===== config.mk =====
export PLATFORM = sky130hd
export DESIGN_NAME = instr_fetch_flat
export DESIGN_NICKNAME = d
export VERILOG_FILES = /design/src/rtl/instr_fetch_pkg.sv /design/src/rtl/instr_fetch_if.sv /design/src/rtl/instr_fetch_pc_unit.sv /design/src/rtl/instr_fetch.sv /design/src/flat_wrapper.sv
export SDC_FILE = /design/constraint.sdc
export NUM_CORES = 1
export LEC_CHECK = 0
export ABC_AREA = 0
export BUFFER_PORTS_ARGS = -buffer_cell sky130_fd_sc_hd__buf_2
export CAP_MARGIN = 25
export CORE_MARGIN = 2
export CORE_UTILIZATION = 57
export CTS_BUF_LIST = sky130_fd_sc_hd__clkbuf_8
export CTS_CLUSTER_DIAMETER = 150
export DETAILED_ROUTE_END_ITERATION = 8
export PLACE_DENSITY = 0.88
export SLEW_MARGIN = 20
export SYNTH_ARGS = -nofsm -noshare
export SYNTH_HDL_FRONTEND = slang
export SYNTH_HIERARCHICAL = 1
export SYNTH_SLANG_ARGS = --single-unit

===== constraint.sdc =====
create_clock -name clk -period 4.03 [get_ports clk]
set_clock_uncertainty 0.15 [all_clocks]
set_input_delay 0.403 -clock clk [delete_from_list [all_inputs] [get_ports clk]]
set_output_delay 0.403 -clock clk [all_outputs]
set_load 0.02 [all_outputs]

===== src/rtl/instr_fetch_pkg.sv =====
// Shared types and constants for the instruction sequencer that feeds the cpu core.
package instr_fetch_pkg;

    localparam int                DEF_PC_W      = 8;
    localparam int                INSTR_W       = 16;
    localparam int                RET_W         = 16;
    localparam logic [INSTR_W-1:0] DEF_HALT_WORD = 16'hE000;

    typedef enum logic [2:0] {
        IDLE,
        WAIT,
        FETCH,
        CAPT,
        LOAD,
        START,
        EXEC,
        HALTED
    } fetch_state_t;

endpackage


===== src/rtl/instr_fetch_if.sv =====
// Memory-read and core-issue signals between the sequencer (master) and memory/core (slave).
interface instr_fetch_if #(
    parameter int PC_W   = instr_fetch_pkg::DEF_PC_W,
    parameter int DATA_W = instr_fetch_pkg::INSTR_W
);

    logic [PC_W-1:0]   mem_addr;
    logic              mem_rd;
    logic [DATA_W-1:0] mem_rdata;
    logic [DATA_W-1:0] cpu_in;
    logic              cpu_load;
    logic              cpu_s;
    logic              cpu_w;

    // mem_rd is a one-cycle request; mem_rdata is valid the following cycle.
    // cpu_load then cpu_s are one-cycle valids for cpu_in; cpu_w=1 acts as
    // the core's ready, and no new word is issued until it returns high.
    modport master (
        output mem_addr, mem_rd, cpu_in, cpu_load, cpu_s,
        input  mem_rdata, cpu_w
    );

    modport slave (
        input  mem_addr, mem_rd, cpu_in, cpu_load, cpu_s,
        output mem_rdata, cpu_w
    );

endinterface


===== src/rtl/instr_fetch_pc_unit.sv =====
// Program counter with deferred branch capture; moves only on the advance strobe.
module instr_fetch_pc_unit #(
    parameter int PC_W = instr_fetch_pkg::DEF_PC_W
) (
    input  logic            clk,
    input  logic            reset,
    input  logic            advance_i,
    input  logic            br_cap_i,
    input  logic [PC_W-1:0] br_target_i,
    output logic [PC_W-1:0] pc_o
);

    logic [PC_W-1:0] pc_q, pc_d;
    logic [PC_W-1:0] br_tgt_q, br_tgt_d;
    logic            br_pend_q, br_pend_d;

    // A branch seen on the advancing cycle overrides any earlier pending one.
    always_comb begin
        pc_d      = pc_q;
        br_tgt_d  = br_tgt_q;
        br_pend_d = br_pend_q;
        if (advance_i) begin
            if (br_cap_i) begin
                pc_d = br_target_i;
            end else if (br_pend_q) begin
                pc_d = br_tgt_q;
            end else begin
                pc_d = pc_q + PC_W'(1);
            end
            br_pend_d = 1'b0;
        end else if (br_cap_i) begin
            br_pend_d = 1'b1;
            br_tgt_d  = br_target_i;
        end
    end

    always_ff @(posedge clk or posedge reset) begin
        if (reset) begin
            pc_q      <= '0;
            br_tgt_q  <= '0;
            br_pend_q <= 1'b0;
        end else begin
            pc_q      <= pc_d;
            br_tgt_q  <= br_tgt_d;
            br_pend_q <= br_pend_d;
        end
    end

    assign pc_o = pc_q;

endmodule


===== src/rtl/instr_fetch.sv =====
// Instruction sequencer: fetches a word, issues it to the core with load/start
// strobes, waits for the core to finish, then advances or redirects the pc.
module instr_fetch
    import instr_fetch_pkg::*;
#(
    parameter int                PC_W      = DEF_PC_W,
    parameter int                DATA_W    = INSTR_W,
    parameter logic [DATA_W-1:0] HALT_WORD = DEF_HALT_WORD
) (
    input  logic              clk,
    input  logic              reset,
    input  logic              run,
    instr_fetch_if.master     bus,
    input  logic              br_valid,
    input  logic [PC_W-1:0]   br_target,
    output logic [PC_W-1:0]   pc,
    output logic              halted,
    output logic [RET_W-1:0]  retired,
    output fetch_state_t      dbg_state
);

    fetch_state_t      state_q;
    logic              exec_first_q;
    logic [DATA_W-1:0] cpu_in_q;
    logic              halted_q;
    logic [RET_W-1:0]  retired_q;
    logic              in_exec;
    logic              advance;
    logic              br_cap;

    // The first EXEC cycle ignores cpu_w so the core has time to drop it.
    assign in_exec = (state_q == EXEC);
    assign advance = in_exec && !exec_first_q && bus.cpu_w;
    assign br_cap  = in_exec && br_valid;

    instr_fetch_pc_unit #(.PC_W(PC_W)) u_pc (
        .clk         (clk),
        .reset       (reset),
        .advance_i   (advance),
        .br_cap_i    (br_cap),
        .br_target_i (br_target),
        .pc_o        (pc)
    );

    always_ff @(posedge clk or posedge reset) begin
        if (reset) begin
            state_q      <= IDLE;
            exec_first_q <= 1'b0;
            cpu_in_q     <= '0;
            halted_q     <= 1'b0;
            retired_q    <= '0;
        end else begin
            case (state_q)
                IDLE:   if (run) state_q <= WAIT;
                WAIT:   if (bus.cpu_w) state_q <= FETCH;
                FETCH:  state_q <= CAPT;
                CAPT: begin
                    if (bus.mem_rdata == HALT_WORD) begin
                        halted_q <= 1'b1;
                        state_q  <= HALTED;
                    end else begin
                        cpu_in_q <= bus.mem_rdata;
                        state_q  <= LOAD;
                    end
                end
                LOAD:   state_q <= START;
                START: begin
                    retired_q    <= retired_q + RET_W'(1);
                    exec_first_q <= 1'b1;
                    state_q      <= EXEC;
                end
                EXEC: begin
                    exec_first_q <= 1'b0;
                    if (advance) state_q <= FETCH;
                end
                HALTED: ;
                default: state_q <= IDLE;
            endcase
        end
    end

    assign bus.mem_addr = pc;
    assign bus.mem_rd   = (state_q == FETCH);
    assign bus.cpu_load = (state_q == LOAD);
    assign bus.cpu_s    = (state_q == START);
    assign bus.cpu_in   = cpu_in_q;
    assign halted       = halted_q;
    assign retired      = retired_q;
    assign dbg_state    = state_q;

endmodule


===== src/flat_wrapper.sv =====
// flat-port wrapper written by rule: the top's interface ports become plain ports
module instr_fetch_flat import instr_fetch_pkg::*;
#(
    parameter int                PC_W      = DEF_PC_W,
    parameter int                DATA_W    = INSTR_W,
    parameter logic [DATA_W-1:0] HALT_WORD = DEF_HALT_WORD
)
  (clk, reset, run, br_valid, br_target, pc, halted, retired, dbg_state, bus_mem_addr, bus_mem_rd, bus_cpu_in, bus_cpu_load, bus_cpu_s, bus_mem_rdata, bus_cpu_w);
  instr_fetch_if #(.PC_W(PC_W), .DATA_W(DATA_W)) bus_i ();
  input  logic clk;
  input  logic reset;
  input  logic run;
  input  logic br_valid;
  input  logic [PC_W-1:0] br_target;
  output logic [PC_W-1:0] pc;
  output logic halted;
  output logic [RET_W-1:0] retired;
  output fetch_state_t dbg_state;
  output wire logic [$bits(bus_i.mem_addr)-1:0] bus_mem_addr;
  output wire logic [$bits(bus_i.mem_rd)-1:0] bus_mem_rd;
  output wire logic [$bits(bus_i.cpu_in)-1:0] bus_cpu_in;
  output wire logic [$bits(bus_i.cpu_load)-1:0] bus_cpu_load;
  output wire logic [$bits(bus_i.cpu_s)-1:0] bus_cpu_s;
  input wire logic [$bits(bus_i.mem_rdata)-1:0] bus_mem_rdata;
  input wire logic [$bits(bus_i.cpu_w)-1:0] bus_cpu_w;
  assign bus_mem_addr = bus_i.mem_addr;
  assign bus_mem_rd = bus_i.mem_rd;
  assign bus_cpu_in = bus_i.cpu_in;
  assign bus_cpu_load = bus_i.cpu_load;
  assign bus_cpu_s = bus_i.cpu_s;
  assign bus_i.mem_rdata = bus_mem_rdata;
  assign bus_i.cpu_w = bus_cpu_w;
  instr_fetch #(.PC_W(PC_W), .DATA_W(DATA_W), .HALT_WORD(HALT_WORD)) u_core (.clk(clk), .reset(reset), .run(run), .bus(bus_i), .br_valid(br_valid), .br_target(br_target), .pc(pc), .halted(halted), .retired(retired), .dbg_state(dbg_state));
endmodule

==> impl_results.md, run 1 <==
* Max clock buf depth at 2
* Core area at 4380 um^2
* Max cap viols at 0
* Synth Warn # at 6
* First-pass GRT wire length at between 8 and 9 mm
* Cts bufs inserted at 5
* Pin count of the biggest net entering global routing at 38
* Period minus WS final at about 2.5 ns
* H-tree depth at 2
* Max Freq at roughly 0.4 GHz
* Wirelength per Cell at ~15 um
* CTS tree: built
* Mapped cell area at between 2000 and 3000 um^2
* Seq/Total Area, Yosys at roughly half
* Chip height at around 72 um
* DRT Pass-1 Iters at 4
* Synth Area in Compound Gates at about 7.6%
* Site Rows at 24
* Hold_ws at roughly 0.038 ns
* Slew of the pin with the lowest slew margin at 0.672 ns
* P_leak at roughly 1.5 nW
* Io pins at 84
* Fin. Hold Viols at 0
* Crit path DAT at around 2.5 ns
* Setup Viol. Count Final at 0
* Min-Delay Path Class: in -> async
* Crit Path Class: reg -> reg
* Root buffer selected by CTS: clkbuf_8
* Relative slew slack at 55.0%
* Vias at between 1500 and 2000
* Final instance area at 3050 um^2
* Initial DRC count at around 170
* Power Density at 757 nW/um^2
* Port bufs at slightly above 80
* Fin util at approximately 70%
* Required time worst endpoint at approximately 4.1 ns
* Ant diodes at 0
* CP Capture Type: register
* Crit-path leading delay family: simple AND/OR/NAND/NOR gates
* Final wirelength at 5.39 mm
* Peak VDD IR at between 0.0004 and 0.0005 V
* Area Overhead vs Synth at 16.6%
* Mux cell area share after synthesis at between 10% and 20%
* Netlist cell types at 42
* Post-synth top area share at between 50% and 60%
* Adder-cell area share of the yosys netlist at 0.956%
* Clk_lat worst skew at around 0.30 ns
* Worst-path cell chain: nand2b_1, nor2_1, inv_2, nor2_2, mux2_2
* Crit share post-route at 62.0%
* Syn nets at 262
* RSZ-0062 raised after global routing: false
* Full die area at a little over 5000 um^2
* CTS Hold Bufs at 0
* DP Worst Slack at approximately 1.5 ns
* Post-Synth XOR/XNOR Area at under 10%
* Synth area leaders: dfrtp_1 (52%), mux2_2 (7.7%), mux2_4 (4.6%)
* Outcome: finished, final reports clean
* Setup TNS at 0 ns
* Main combinational cell family by area after synthesis: simple AND/OR/NAND/NOR gates
* Initial antenna violation count at 0
* Post-route ant nets at 0
* Synth Area per Inst at about 11 um^2
* Post-synth top area cell: dfrtp_1
* Vias in the first global route at between 1500 and 2000
* # clock sinks at 54
* Post-DP Area at approximately 3000 um^2
* Die width at approximately 70 um
* GR Overflow Total at 0
* Global Route Usage Sum at between 20% and 30%
* # nets final at around 340
* Slew Limit Fails at 0
* Synthesized instance count at 231
* Clk slew on worst S/H paths at about 0.09 ns
* Routability cong. at about 0.84
* Synthesized flop and latch total at 54
* Final WS setup at between 1.5 and 2 ns
* Dpl hpwl at between 3 and 4 mm
* Post-Synth Simple-Gate Area at roughly 14%
* Worst path slowest cell: nor2_1
* WP buf/inv at 1
* Peak fanout along the critical path at 12
* Post_cts resized at 0
* Share of layout cells above drive strength 1 at about two fifths
* Critical Path Start Type: register
* Post-CTS setup buffer count at 0
* CP peak stage delay at 0.56 ns
* Starting Density at 59.7%
* DR DRC count at 0
* Vias per cell at roughly 5.5
-- synthesized netlist by cell type, drive strengths merged --
cell / count
xnor2: 11
dfrtp: 54
nor3: 3
o31ai: 4
nor4: 2
a211oi: 1
a221oi: 1
ha: 2
and3b: 1
nand3: 9
a22o: 2
buf: 18
and4: 2
nand2b: 1
a21oi: 9
nor2: 15
inv: 10
and2: 1
o221ai: 2
nand4: 5
and3: 3
nor3b: 1
a31oi: 1
nand3b: 1
nor2b: 1
o211ai: 2
a32oi: 1
nand2: 21
o22ai: 1
or4: 1
mux2: 26
mux2i: 2
xor2: 7
o21ai: 7
nor4b: 3
-- through the flow --
step,std cells,power [mW]
floorplan,231,1.79
global placement,351,1.99
detailed placement,351,2.04
CTS,358,2.32
global route,358,2.47
finish,358,2.31
-- placed cells by master, fill, tap and decap left out, types with 3 or more instances in the layout --
cell type,n
nor4b_1,3
buf_4,3
o31ai_1,4
a21oi_1,9
mux2_4,8
buf_2,83
mux2_2,18
inv_1,11
clkbuf_8,5
xor2_1,7
o21ai_0,7
nand4_1,5
nor3_1,3
xnor2_1,11
dfrtp_1,54
nand2_1,21
nor2_1,14
nand3_1,9
-- path summary, 6_finish.rpt --
kind                                                  from                                  end  slack, ns  cells after the start
hold reg to reg             u_core/retired[15]$_DFFE_PP0P_       u_core/retired[15]$_DFFE_PP0P_       0.33                      1
max in group asynchronous                            reset      u_core/u_pc/pc_o[5]$_DFFE_PP0P_       3.26                      2
setup reg to reg           u_core/dbg_state[0]$_DFFE_PP0P_  u_core/u_pc/br_tgt_q[6]$_DFFE_PP0P_       1.53                      5
hold / removal                                       reset  u_core/u_pc/br_tgt_q[0]$_DFFE_PP0P_       0.04                      2
min in group clk                         bus_mem_rdata[15]    u_core/bus.cpu_in[15]$_DFFE_PP0P_       0.19                      2
setup / recovery           u_core/dbg_state[0]$_DFFE_PP0P_  u_core/u_pc/br_tgt_q[6]$_DFFE_PP0P_       1.53                      5
-- kinds of logic after synthesis --
family	Yosys count
AO/OA/AOI/OAI	31
buffers and inverters	28
flip-flops	54
multiplexers	28
AND/OR/NAND/NOR	70
XOR/XNOR	18
adder cells (fa/ha/maj)	2
-- sequential cells by signal (all words and copies together) (netlist names) --
register / flops
u_core/bus.cpu_in: 16
u_core/retired: 16
u_core/u_pc/br_tgt_q: 8
u_core/u_pc/pc_o: 8
u_core/dbg_state: 3
u_core/exec_first_q: 1
u_core/halted: 1
u_core/u_pc/br_pend_q: 1
-- per-layer routing --
layer / wire length, um / track usage [%]
met1: 2390 / 30.2
met2: 2570 / 35.0
met3: 349 / 5.91
met4: 90 / 7.55
met5: 0 / 0
-- worst register-to-register path: stages (launching register included) --
cell	delay (ns)
dfrtp_1	0.48
nand2b_1	0.24
nor2_1	0.56
inv_2	0.18
nor2_2	0.38
mux2_2	0.39
-- report_power, final --
part / leakage, nW / switching, mW / total, mW / internal, mW
Sequential: 0.656 / 0.206 / 0.953 / 0.748
Combinational: 0.805 / 0.609 / 1.08 / 0.473
Clock: 0.0466 / 0.160 / 0.275 / 0.115
Total: 1.51 / 0.974 / 2.31 / 1.34
-- area by class of cell --
type,instances,area [um^2]
flip-flops and latches,54,1350
well taps,52,65.1
repair buffers,86,438
inverters,10,37.5
clock buffers,5,68.8
fillers,316,1330
clock inverters,2,7.51
multi-input cells,149,1080
Power figures use the tool's default switching activity.
==> run 2: changes to the inputs <==
--- a/config.mk
+++ b/config.mk
@@ -9,11 +9,11 @@
 export BUFFER_PORTS_ARGS = -buffer_cell sky130_fd_sc_hd__buf_2
 export CAP_MARGIN = 25
 export CORE_MARGIN = 2
-export CORE_UTILIZATION = 57
+export CORE_UTILIZATION = 52
 export CTS_BUF_LIST = sky130_fd_sc_hd__clkbuf_8
 export CTS_CLUSTER_DIAMETER = 150
 export DETAILED_ROUTE_END_ITERATION = 8
-export PLACE_DENSITY = 0.88
+export PLACE_DENSITY = 0.81
 export SLEW_MARGIN = 20
 export SYNTH_ARGS = -nofsm -noshare
 export SYNTH_HDL_FRONTEND = slang
==> constraint.sdc (replaced) <==
create_clock -name clk -period 2.5 [get_ports clk]
set_clock_uncertainty 0.15 [all_clocks]
set_input_delay 0.25 -clock clk [delete_from_list [all_inputs] [get_ports clk]]
set_output_delay 0.25 -clock clk [all_outputs]
set_load 0.02 [all_outputs]
==> impl_results.md, run 2 (synthesized netlist as in run 1, its figures left out) <==
* Fill count at 393 (+24%)
* Relative slew slack at 51.6% (-3.5 points)
* H-tree depth at 2 (unchanged)
* Required time worst endpoint at 2.53 ns (-1.54 ns)
* DRT Pass-1 Iters at 4 (unchanged)
* Period minus WS final at 2.21 ns (-0.286 ns)
* CTS tree: built
* Vias at 1989 (+0.51%)
* # clock sinks at 54 (unchanged)
* Crit Path Class: reg -> reg
* Worst path slowest cell: nor3b_2
* Root buffer selected by CTS: clkbuf_8
* Dpl hpwl at 3.92 mm (-1.5%)
* P_leak at 1.52 nW (+1.0%)
* Clk slew on worst S/H paths at 0.09 ns (about the same)
* Routability cong. at 0.797 (-5.2%)
* Full die area at 5620 um^2 (+9.1%)
* Global Route Usage Sum at 19.7% (-2.6 points)
* WP buf/inv at 1 (unchanged)
* Crit-path leading delay family: simple AND/OR/NAND/NOR gates
* Core area at 4790 um^2 (+9.2%)
* Vias in the first global route at 1827 (-4.4%)
* Outcome: finished, final reports clean
* Power Internal at 2.21 mW (+65%)
* Post-CTS setup buffer count at 0 (unchanged)
* Site Rows at 25 (+4.2%)
* Hold depth at 2
* Peak VDD IR at 0.000694 V (+56%)
* Total power at 3.76 mW (+63%)
* Crit share post-route at 88.5% (+27 points)
* Critical Path Start Type: register
* Initial antenna violation count at 0 (unchanged)
* Ant diodes at 0 (unchanged)
* RSZ-0062 raised after global routing: false
* GR Overflow Total at 0 (unchanged)
* First-pass GRT wire length at 8.42 mm (-5.6%)
* Share of layout cells above drive strength 1 at 40.5% (+0.91 points)
* Met3 routed WL at 333 um (-4.6%)
* Setup Viol. Count Final at 0 (unchanged)
* Pin count of the biggest net entering global routing at 38 (unchanged)
* Fin util at 65.0% (-4.6 points)
* Switch share at 41.4% (-0.82 points)
* Io pins at 84 (unchanged)
* Clk_lat worst skew at 0.30 ns (about the same)
* Peak fanout along the critical path at 11 (-1)
* Reg2reg path depth at 4 (-1)
* Min-Delay Path Class: in -> reg
* Comb pwr share at 47.5% (+0.7 points)
* Critical path depth at 4 (-1)
* Top routing layer used: met4
* Chip height at 75.0 um (+4.4%)
* CTS Hold Bufs at 1 (+1)
* CP peak stage delay at 0.62 ns (+0.06 ns)
* Vias per cell at 5.29 (-4.3%)
* Port bufs at 83 (unchanged)
* CP Capture Type: register
* Sequential share of power at 40.0% (-1.3 points)
* Cts bufs inserted at 5 (unchanged)
* # nets final at 341 (+1.2%)
* Wirelength per Cell at 13.9 um (-8.0%)
* Setup TNS at 0 ns (unchanged)
* Final wirelength at 5.21 mm (-3.4%)
* Slew of the pin with the lowest slew margin at 0.723 ns (+0.0515 ns)
* Max clock buf depth at 2 (unchanged)
* Worst-path cell chain: nand2_1, nor3b_2, buf_4, mux2_4
* Met2 routed WL at 2.53 mm (-1.5%)
* Post_cts resized at 0 (unchanged)
* Die width at 75.0 um (+4.4%)
* Slew Limit Fails at 0 (unchanged)
* Max Freq at 0.452 GHz (+13%)
* Area Overhead vs Synth at 18.8%
* Commonest non-fill, non-tap cell in the layout: buf_2
* Post-route ant nets at 0 (unchanged)
* Starting Density at 54.7% (-5.0 points)
* Crit path DAT at 2.25 ns (-0.29 ns)
* Met1 WL at 2.28 mm (-4.6%)
* Max cap viols at 0 (unchanged)
* Initial DRC count at 58 (-66%)
* Power Density at 1210 nW/um^2 (+60%)
* Clock power frac at 12.5% (+0.6 points)
* Commonest cells after routing, fill and taps aside: buf_2 (83), dfrtp_1 (54), nand2_1 (21), mux2_2 (18), nor2_1 (14)
* DR DRC count at 0 (unchanged)
* Fin. Hold Viols at 0 (unchanged)
* Switching power at 1.56 mW (+60%)
==> run 2: cell count changes in the layout (fill, tap and decap cells not counted) <==
cell,change
buf_4,+3
clkbuf_8,+1
dlygate4sd3_1,+1
inv_1,-2
==> run 2: final cells by class <==
cell class                      count  area (um^2)  share of cell area, %
Clock buffer                        6         82.6                   2.66
Inverter                           10         37.5                   1.21
Multi-Input combinational cell    149         1080                   34.8
Sequential cell                    54         1350                   43.5
Tap cell                           67         83.8                   2.70
Timing Repair Buffer               90          470                   15.1
==> run 2: final timing paths <==
kind	start	end	slack, ns
max in group asynchronous	reset	u_core/u_pc/br_pend_q$_DFFE_PP0P_	1.35
min reg2reg	u_core/retired[15]$_DFFE_PP0P_	u_core/retired[15]$_DFFE_PP0P_	0.33
min	bus_mem_rdata[12]	u_core/bus.cpu_in[12]$_DFFE_PP0P_	0.05
max	u_core/dbg_state[0]$_DFFE_PP0P_	u_core/bus.cpu_in[15]$_DFFE_PP0P_	0.29
min in group asynchronous	reset	u_core/u_pc/br_tgt_q[1]$_DFFE_PP0P_	0.44
max reg2reg	u_core/dbg_state[0]$_DFFE_PP0P_	u_core/bus.cpu_in[15]$_DFFE_PP0P_	0.29
==> run 2: power groups by stage <==
| stage | sequential, mW | combinational, mW | clock [mW] |
|---|---|---|---|
| CTS | 1.51 | 1.79 | 0.484 |
| floorplan | 1.75 | 1.14 | 0 |
| detailed placement | 1.51 | 1.79 | 0 |
| finish | 1.51 | 1.79 | 0.470 |
| global route | 1.57 | 1.95 | 0.515 |
| global placement | 1.50 | 1.75 | 0 |
==> run 2: layer usage <==
layer / global-route usage [%] / up-vias
met5: 0 / -
met4: 5.95 / 0
met3: 5.09 / 9
met2: 32.0 / 71
met1: 26.1 / 954
li1: - / 955
==> run 2: through the flow <==
step,setup WS [ns],cells,hold slack (ns),instance area (um^2)
3_5_place_dp,0.283,369,0.233,3020
3_3_place_gp,0.389,369,0.225,3020
4_1_cts,0.287,376,0.0357,3110
6_report,0.287,376,0.0458,3110
2_1_floorplan,0.540,231,0.0261,2620
5_1_grt,0.162,376,0.0416,3110
